--- config.mk ---
export PLATFORM = sky130hd
export DESIGN_NAME = lc2k_control
export DESIGN_NICKNAME = d
export VERILOG_FILES = /design/src/rtl/lc2k_pkg.sv /design/src/rtl/lc2k_decode.sv /design/src/rtl/lc2k_control.sv
export SDC_FILE = /design/constraint.sdc
export NUM_CORES = 1
export LEC_CHECK = 0
export ABC_AREA = 1
export BUFFER_PORTS_ARGS = -buffer_cell sky130_fd_sc_hd__buf_2
export CAP_MARGIN = 0
export CORE_MARGIN = 2
export CORE_UTILIZATION = 30
export DETAILED_ROUTE_END_ITERATION = 12
export GPL_TIMING_DRIVEN = 1
export SYNTH_ARGS = -nofsm -noshare
export SYNTH_HDL_FRONTEND = slang
export SYNTH_SLANG_ARGS = --single-unit
--- constraint.sdc ---
create_clock -name clk -period 1.7 [get_ports clk]
set_clock_uncertainty 0.05 [all_clocks]
set_input_delay 0.17 -clock clk [delete_from_list [all_inputs] [get_ports clk]]
set_output_delay 0.17 -clock clk [all_outputs]
set_load 0.01 [all_outputs]
--- src/rtl/lc2k_pkg.sv ---
// Shared LC2K definitions: opcodes, control FSM states, IR field positions and
// datapath select encodings used by the control unit, datapath and register file.
package lc2k_pkg;

    typedef enum logic [2:0] {
        OpAdd  = 3'd0,
        OpNor  = 3'd1,
        OpLw   = 3'd2,
        OpSw   = 3'd3,
        OpBeq  = 3'd4,
        OpJalr = 3'd5,
        OpHalt = 3'd6,
        OpNoop = 3'd7
    } opcode_e;

    typedef enum logic [2:0] {
        StIdle,
        StFetch,
        StDecode,
        StExec,
        StMem,
        StWb,
        StHalt
    } state_e;

    localparam int unsigned RegIdxW   = 3;
    localparam int unsigned OpcodeLsb = 22;
    localparam int unsigned RegALsb   = 19;
    localparam int unsigned RegBLsb   = 16;
    localparam int unsigned DestLsb   = 0;
    localparam int unsigned OffsetLsb = 0;
    localparam int unsigned OffsetW   = 16;

    localparam logic [1:0] WbSelAlu   = 2'd0;
    localparam logic [1:0] WbSelMem   = 2'd1;
    localparam logic [1:0] WbSelPcInc = 2'd2;

    localparam logic [1:0] PcSelInc    = 2'd0;
    localparam logic [1:0] PcSelBranch = 2'd1;
    localparam logic [1:0] PcSelRegA   = 2'd2;

    localparam logic MemAddrPc  = 1'b0;
    localparam logic MemAddrAlu = 1'b1;

    localparam logic AluAdd = 1'b0;
    localparam logic AluNor = 1'b1;

    localparam logic AluBReg = 1'b0;
    localparam logic AluBImm = 1'b1;

endpackage

--- src/rtl/lc2k_decode.sv ---
// Combinational instruction-register decode: register fields, opcode and the
// opcode classes the control FSM branches on.
module lc2k_decode
    import lc2k_pkg::*;
#(
    parameter int unsigned DATA_W = 32
) (
    input  logic [DATA_W-1:0]  ir,
    output opcode_e            opcode,
    output logic [RegIdxW-1:0] reg_a,
    output logic [RegIdxW-1:0] reg_b,
    output logic [RegIdxW-1:0] dest_reg,
    output logic               is_rtype,
    output logic               is_mem,
    output logic               is_sw,
    output logic               writes_reg
);

    // Offset bits feed the datapath directly; the control unit never looks at them.
    logic unused_ir;
    assign unused_ir = ^{ir[DATA_W-1:OpcodeLsb+3], ir[RegBLsb-1:RegIdxW]};

    assign opcode   = opcode_e'(ir[OpcodeLsb +: 3]);
    assign reg_a    = ir[RegALsb +: RegIdxW];
    assign reg_b    = ir[RegBLsb +: RegIdxW];
    assign dest_reg = ir[DestLsb +: RegIdxW];

    assign is_rtype   = (opcode == OpAdd) || (opcode == OpNor);
    assign is_mem     = (opcode == OpLw) || (opcode == OpSw);
    assign is_sw      = (opcode == OpSw);
    assign writes_reg = is_rtype || (opcode == OpLw) || (opcode == OpJalr);

endmodule

--- src/rtl/lc2k_control.sv ---
// Multicycle LC2K control unit: fetch/decode/execute/memory/write-back FSM,
// instruction register and retired-instruction counter.
module lc2k_control
    import lc2k_pkg::*;
#(
    parameter int unsigned DATA_W = 32
) (
    input  logic              clk,
    input  logic              rst_n,
    input  logic              start,
    input  logic [DATA_W-1:0] instr,
    input  logic              mem_ack,
    input  logic              alu_eq,
    output logic              mem_req,
    output logic              mem_we,
    output logic              mem_addr_sel,
    output logic [2:0]        read_regA,
    output logic [2:0]        read_regB,
    output logic [2:0]        write_reg,
    output logic              CONTROL_ENABLE_REG_WRITE,
    output logic [1:0]        wb_sel,
    output logic              alu_op,
    output logic              alu_b_sel,
    output logic              pc_we,
    output logic [1:0]        pc_sel,
    output logic              halted,
    output logic [DATA_W-1:0] instr_count
);

    state_e            state_q, state_d;
    logic [DATA_W-1:0] ir_q;
    logic [DATA_W-1:0] count_q;
    logic              ir_load;
    logic              retire;
    logic              reg_write;

    opcode_e           opcode;
    logic [RegIdxW-1:0] reg_a, reg_b, dest_reg;
    logic              is_rtype, is_mem, is_sw, writes_reg;

    lc2k_decode #(
        .DATA_W (DATA_W)
    ) u_decode (
        .ir         (ir_q),
        .opcode     (opcode),
        .reg_a      (reg_a),
        .reg_b      (reg_b),
        .dest_reg   (dest_reg),
        .is_rtype   (is_rtype),
        .is_mem     (is_mem),
        .is_sw      (is_sw),
        .writes_reg (writes_reg)
    );

    always_ff @(posedge clk or negedge rst_n) begin
        if (!rst_n) begin
            state_q <= StIdle;
        end else begin
            state_q <= state_d;
        end
    end

    always_comb begin
        state_d = state_q;
        ir_load = 1'b0;
        retire  = 1'b0;
        unique case (state_q)
            StIdle: begin
                if (start) state_d = StFetch;
            end
            StFetch: begin
                if (mem_ack) begin
                    ir_load = 1'b1;
                    state_d = StDecode;
                end
            end
            StDecode: begin
                if (opcode == OpHalt) begin
                    state_d = StHalt;
                    retire  = 1'b1;
                end else if (opcode == OpNoop) begin
                    state_d = StFetch;
                    retire  = 1'b1;
                end else begin
                    state_d = StExec;
                end
            end
            StExec: begin
                if (is_rtype) begin
                    state_d = StWb;
                end else if (is_mem) begin
                    state_d = StMem;
                end else begin
                    // beq and jalr complete here
                    state_d = StFetch;
                    retire  = 1'b1;
                end
            end
            StMem: begin
                if (mem_ack) begin
                    if (is_sw) begin
                        state_d = StFetch;
                        retire  = 1'b1;
                    end else begin
                        state_d = StWb;
                    end
                end
            end
            StWb: begin
                state_d = StFetch;
                retire  = 1'b1;
            end
            StHalt: begin
                state_d = StHalt;
            end
            default: begin
                state_d = StIdle;
            end
        endcase
    end

    always_comb begin
        mem_req      = 1'b0;
        mem_we       = 1'b0;
        mem_addr_sel = MemAddrPc;
        read_regA    = reg_a;
        read_regB    = reg_b;
        write_reg    = '0;
        reg_write    = 1'b0;
        wb_sel       = WbSelAlu;
        alu_op       = AluAdd;
        alu_b_sel    = AluBReg;
        pc_we        = 1'b0;
        pc_sel       = PcSelInc;
        halted       = 1'b0;
        unique case (state_q)
            StFetch: begin
                mem_req      = 1'b1;
                mem_addr_sel = MemAddrPc;
            end
            StDecode: begin
                if (opcode == OpNoop) begin
                    pc_we  = 1'b1;
                    pc_sel = PcSelInc;
                end
            end
            StExec: begin
                if (opcode == OpNor) alu_op = AluNor;
                if (is_mem) alu_b_sel = AluBImm;
                if (opcode == OpBeq) begin
                    pc_we  = 1'b1;
                    pc_sel = alu_eq ? PcSelBranch : PcSelInc;
                end
                if (opcode == OpJalr) begin
                    // Link register is written with PC+1 while the PC jumps to regA.
                    pc_we     = 1'b1;
                    pc_sel    = PcSelRegA;
                    write_reg = reg_b;
                    wb_sel    = WbSelPcInc;
                    reg_write = 1'b1;
                end
            end
            StMem: begin
                mem_req      = 1'b1;
                mem_addr_sel = MemAddrAlu;
                mem_we       = is_sw;
                alu_b_sel    = AluBImm;
                pc_we        = is_sw && mem_ack;
            end
            StWb: begin
                reg_write = writes_reg;
                pc_we     = 1'b1;
                pc_sel    = PcSelInc;
                if (is_rtype) begin
                    write_reg = dest_reg;
                    wb_sel    = WbSelAlu;
                    alu_op    = (opcode == OpNor) ? AluNor : AluAdd;
                end else begin
                    write_reg = reg_b;
                    wb_sel    = WbSelMem;
                end
            end
            StHalt: begin
                halted = 1'b1;
            end
            default: begin
            end
        endcase
    end

    // r0 is hardwired: the strobe is dropped but the instruction still retires.
    assign CONTROL_ENABLE_REG_WRITE = reg_write && (write_reg != '0);

    always_ff @(posedge clk or negedge rst_n) begin
        if (!rst_n) begin
            ir_q <= '0;
        end else if (ir_load) begin
            ir_q <= instr;
        end
    end

    always_ff @(posedge clk or negedge rst_n) begin
        if (!rst_n) begin
            count_q <= '0;
        end else if (retire) begin
            count_q <= count_q + DATA_W'(1);
        end
    end

    assign instr_count = count_q;

endmodule

==> summary.txt <==
Outcome
  – Status: finished with violations
  – Failing checks: negative setup slack

Setup path
  – Slowest stage delay, CP: between 0.4 and 0.5 ns
  – Slowest stage cell, crit path: dfrtp_2
  – Setup crit start kind: flop
  – Critical path data arrival time: around 1.6 ns
  – CP Data Required Time: roughly 1.5 ns
  – Cell chain of the critical path: inv_2 > nand3_4 > nor2_4 > inv_2 > o21ai_2 > inv_1 > a21oi_2 > buf_2
  – Cell mode on critical path: inv_2
  – Critical path type: flop to output pin
  – Worst setup EP type: output pin
  – Worst Path Max Fanout: 5

Route
  – Met2 Routed Length: around 3.8 mm
  – First-pass DRT Iterations: 5
  – Routed vias/inst: around 4.6
  – WL final: ~8.4 mm
  – Met3 routed WL: 488 um
  – Drt initial violations: 167
  – WL/cell: around 12 um
  – Top sig layer: met4
  – Met1 Wirelength: between 4 and 5 mm
  – # DRC: 0
  – Detailed-route via count: ~3,200
  – Post-route ant nets: 0

Floorplanning
  – # rows: 36
  – Initial core utilization: 0.3082
  – Horiz. Die Dim: 104.2 um
  – # IOs: 90
  – Height of the die: 104.2 um
  – Core Area: between 0.009 and 0.01 sq mm
  – Die Area: between 0.01 and 0.015 sq mm

Logic synthesis
  – Net Count, Synth: 484
  – Most area-consuming cells after synthesis: dfrtp_1, nand2_1, nor2_1
  – Avg Inst Size Synth: between 6 and 7 sq um
  – Post-synthesis sequential area ratio: 0.3904
  – Synth area leader: dfrtp_1
  – Cells after Synth: 446
  – Yosys warnings: 0
  – Synth top area share: 0.3904
  – Yosys cell types: 31
  – Mapped Area: 0.003013 sq mm
  – #FFs+latches synth: 47

STA
  – RSZ-0062 raised after global routing: yes
  – Fin. max-slew vios: 0
  – F_max: 550.7 MHz
  – Setup ws final: -0.1159 ns
  – Worst-margin pin slew: roughly 0.43 ns
  – Final Hold Vio Count: 0
  – Slew HR: 0.7116
  – Setup TNS Final: -1.040 ns
  – Final Cycle Share: 1.068
  – Fin crit period: between 1.5 and 2 ns
  – Final setup fails: 33

Clocking
  – Clock sink count: 47
  – Clk buf depth: 2
  – Worst-path clk slew: approximately 0.10 ns
  – Worst skew pair latency: 0.30 ns
  – H-tree Lvls: 2
  – Root Buffer: clkbuf_8
  – CTS Buf Count: 5
  – CTS tree: yes

Placed design
  – HPWL Detailed: between 6 and 7 mm
  – Placed insts: about 660
  – Port Buffers: a little under 70
  – Routability congestion estimate: slightly above 0.9
  – Placed Area: between 0.003 and 0.004 sq mm

Finish
  – Layout Cells excl Fill: between 600 and 700
  – Fillers: 1,012
  – Commonest non-fill, non-tap cell in the layout: nand2_1
  – Final net count: roughly 600
  – # diodes: 0
  – Final Instance Area: 0.004130 sq mm
  – Area delta synth->final: 37.08%
  – Commonest non-fill, non-tap cells in the layout: nand2_1, buf_2, nor2_1
  – Layout cells sized above 1: 0.3191

Min path
  – HP Class: input port to flop

Global route
  – Total Routing Usage GR: 0.1511
  – Largest net degree at the start of global routing: 19
  – First-pass GRT wire length: between 10 and 15 mm
  – Via count of the first global-routing pass: 2,949
  – Gr ovfl total: 0
  – Antenna violations before repair: 0

Job
  – Total of max-cap violations: 0

Power and ir drop
  – P_leak: 2.045 nW
  – Total power: 4.700 mW
  – Maximum vdd drop: 0.4275 mV
  – PD cells: 1138 mW/mm^2
-- registers in the layout (all words and copies together) (netlist names) --
signal,count
state_q,3
instr_count,32
ir_q,12
-- what timing repair did --
action	CTS	global route
hold buffers	1	0
gates cloned	0	2
gates resized for setup	17	38
endpoints found under the hold margin	15	0
setup buffers	11	15
pin swaps	3	12
endpoints found under the setup margin	6	38
-- logic make-up after synthesis --
group                      synth area share
muxes                               0.02242
AOI/OAI and AO/OA                   0.05731
xor gates and xnor gates            0.04610
and+or+nand+nor                      0.3924
adders and majority gates          0.004152
DFF                                  0.3904
buffers and inverters               0.08721
-- cell type report --
class / count / area (sq um) / area share
clock buffers: 5 / 68.82 / 0.01666
clock inverters: 3 / 23.77 / 0.005756
inverters: 41 / 161.4 / 0.03908
flip-flops and latches: 47 / 1185 / 0.2869
repair buffers: 119 / 807.0 / 0.1954
multi-input cells: 346 / 1718 / 0.4159
well taps: 133 / 166.4 / 0.04029
-- report_power, final --
| group | internal (mW) | switching [mW] | total (mW) |
|---|---|---|---|
| clock | 0.295 | 0.423 | 0.719 |
| sequential | 1.35 | 0.229 | 1.58 |
| combinational | 1.13 | 1.27 | 2.40 |
-- path summary, 6_finish.rpt --
path	start	to	slack, ns	cells after the start
max in group asynchronous	rst_n	instr_count[0]	0.72	3
worst min-delay path	instr[19]	ir_q[19]	0.04	2
worst max register to register	ir_q[24]	instr_count[21]	-0.09	10
worst min register to register	ir_q[19]	ir_q[19]	0.46	1
worst max-delay path	state_q[2]	CONTROL_ENABLE_REG_WRITE	-0.12	8
min in group asynchronous	rst_n	instr_count[28]	0.28	2
-- critical path, delay by kind of cell, from the launching register on --
family | cells | cell delay (ns)
flops | 1 | 0.43
buf+inv | 4 | 0.35
simple gates | 2 | 0.26
compound gates | 2 | 0.26
-- Yosys cell counts --
master,number
nand3b_1,7
a21oi_1,9
nand4_1,2
inv_4,1
o21ai_0,8
nand2_4,1
nand3_1,18
o21a_1,1
nor2_2,1
ha_1,1
o21ai_1,6
nand3_2,2
a211oi_1,1
xor2_1,13
o311ai_0,1
o21ai_2,1
nor3_1,3
xor2_2,1
nand2_1,189
dfrtp_1,47
buf_4,9
nand2_2,1
a22oi_1,1
inv_2,4
buf_2,1
xnor2_1,1
buf_6,3
inv_1,36
a21oi_2,2
mux2_2,6
nor2_1,69
-- metal layers --
layer,global-route usage,vias to the layer above
met2,0.2495,104
met3,0.02882,10
met4,0.03668,0
met1,0.2041,1438
li1,-,1611
met5,0,-
-- through the flow --
| stage | util | hold WS, ns | worst slack [ns] |
|---|---|---|---|
| 6_report | 0.4226 | 0.04006 | -0.1159 |
| 5_1_grt | 0.4226 | 0.02615 | -0.2337 |
| 4_1_cts | 0.3912 | 0.02672 | -0.09291 |
| 3_5_place_dp | 0.3682 | 0.08510 | 0.04659 |
| 3_3_place_gp | 0.3682 | 0.07304 | 0.05077 |
| 2_1_floorplan | - | -0.1756 | 0.05815 |
No activity file was read; power rests on OpenSTA's default activity.
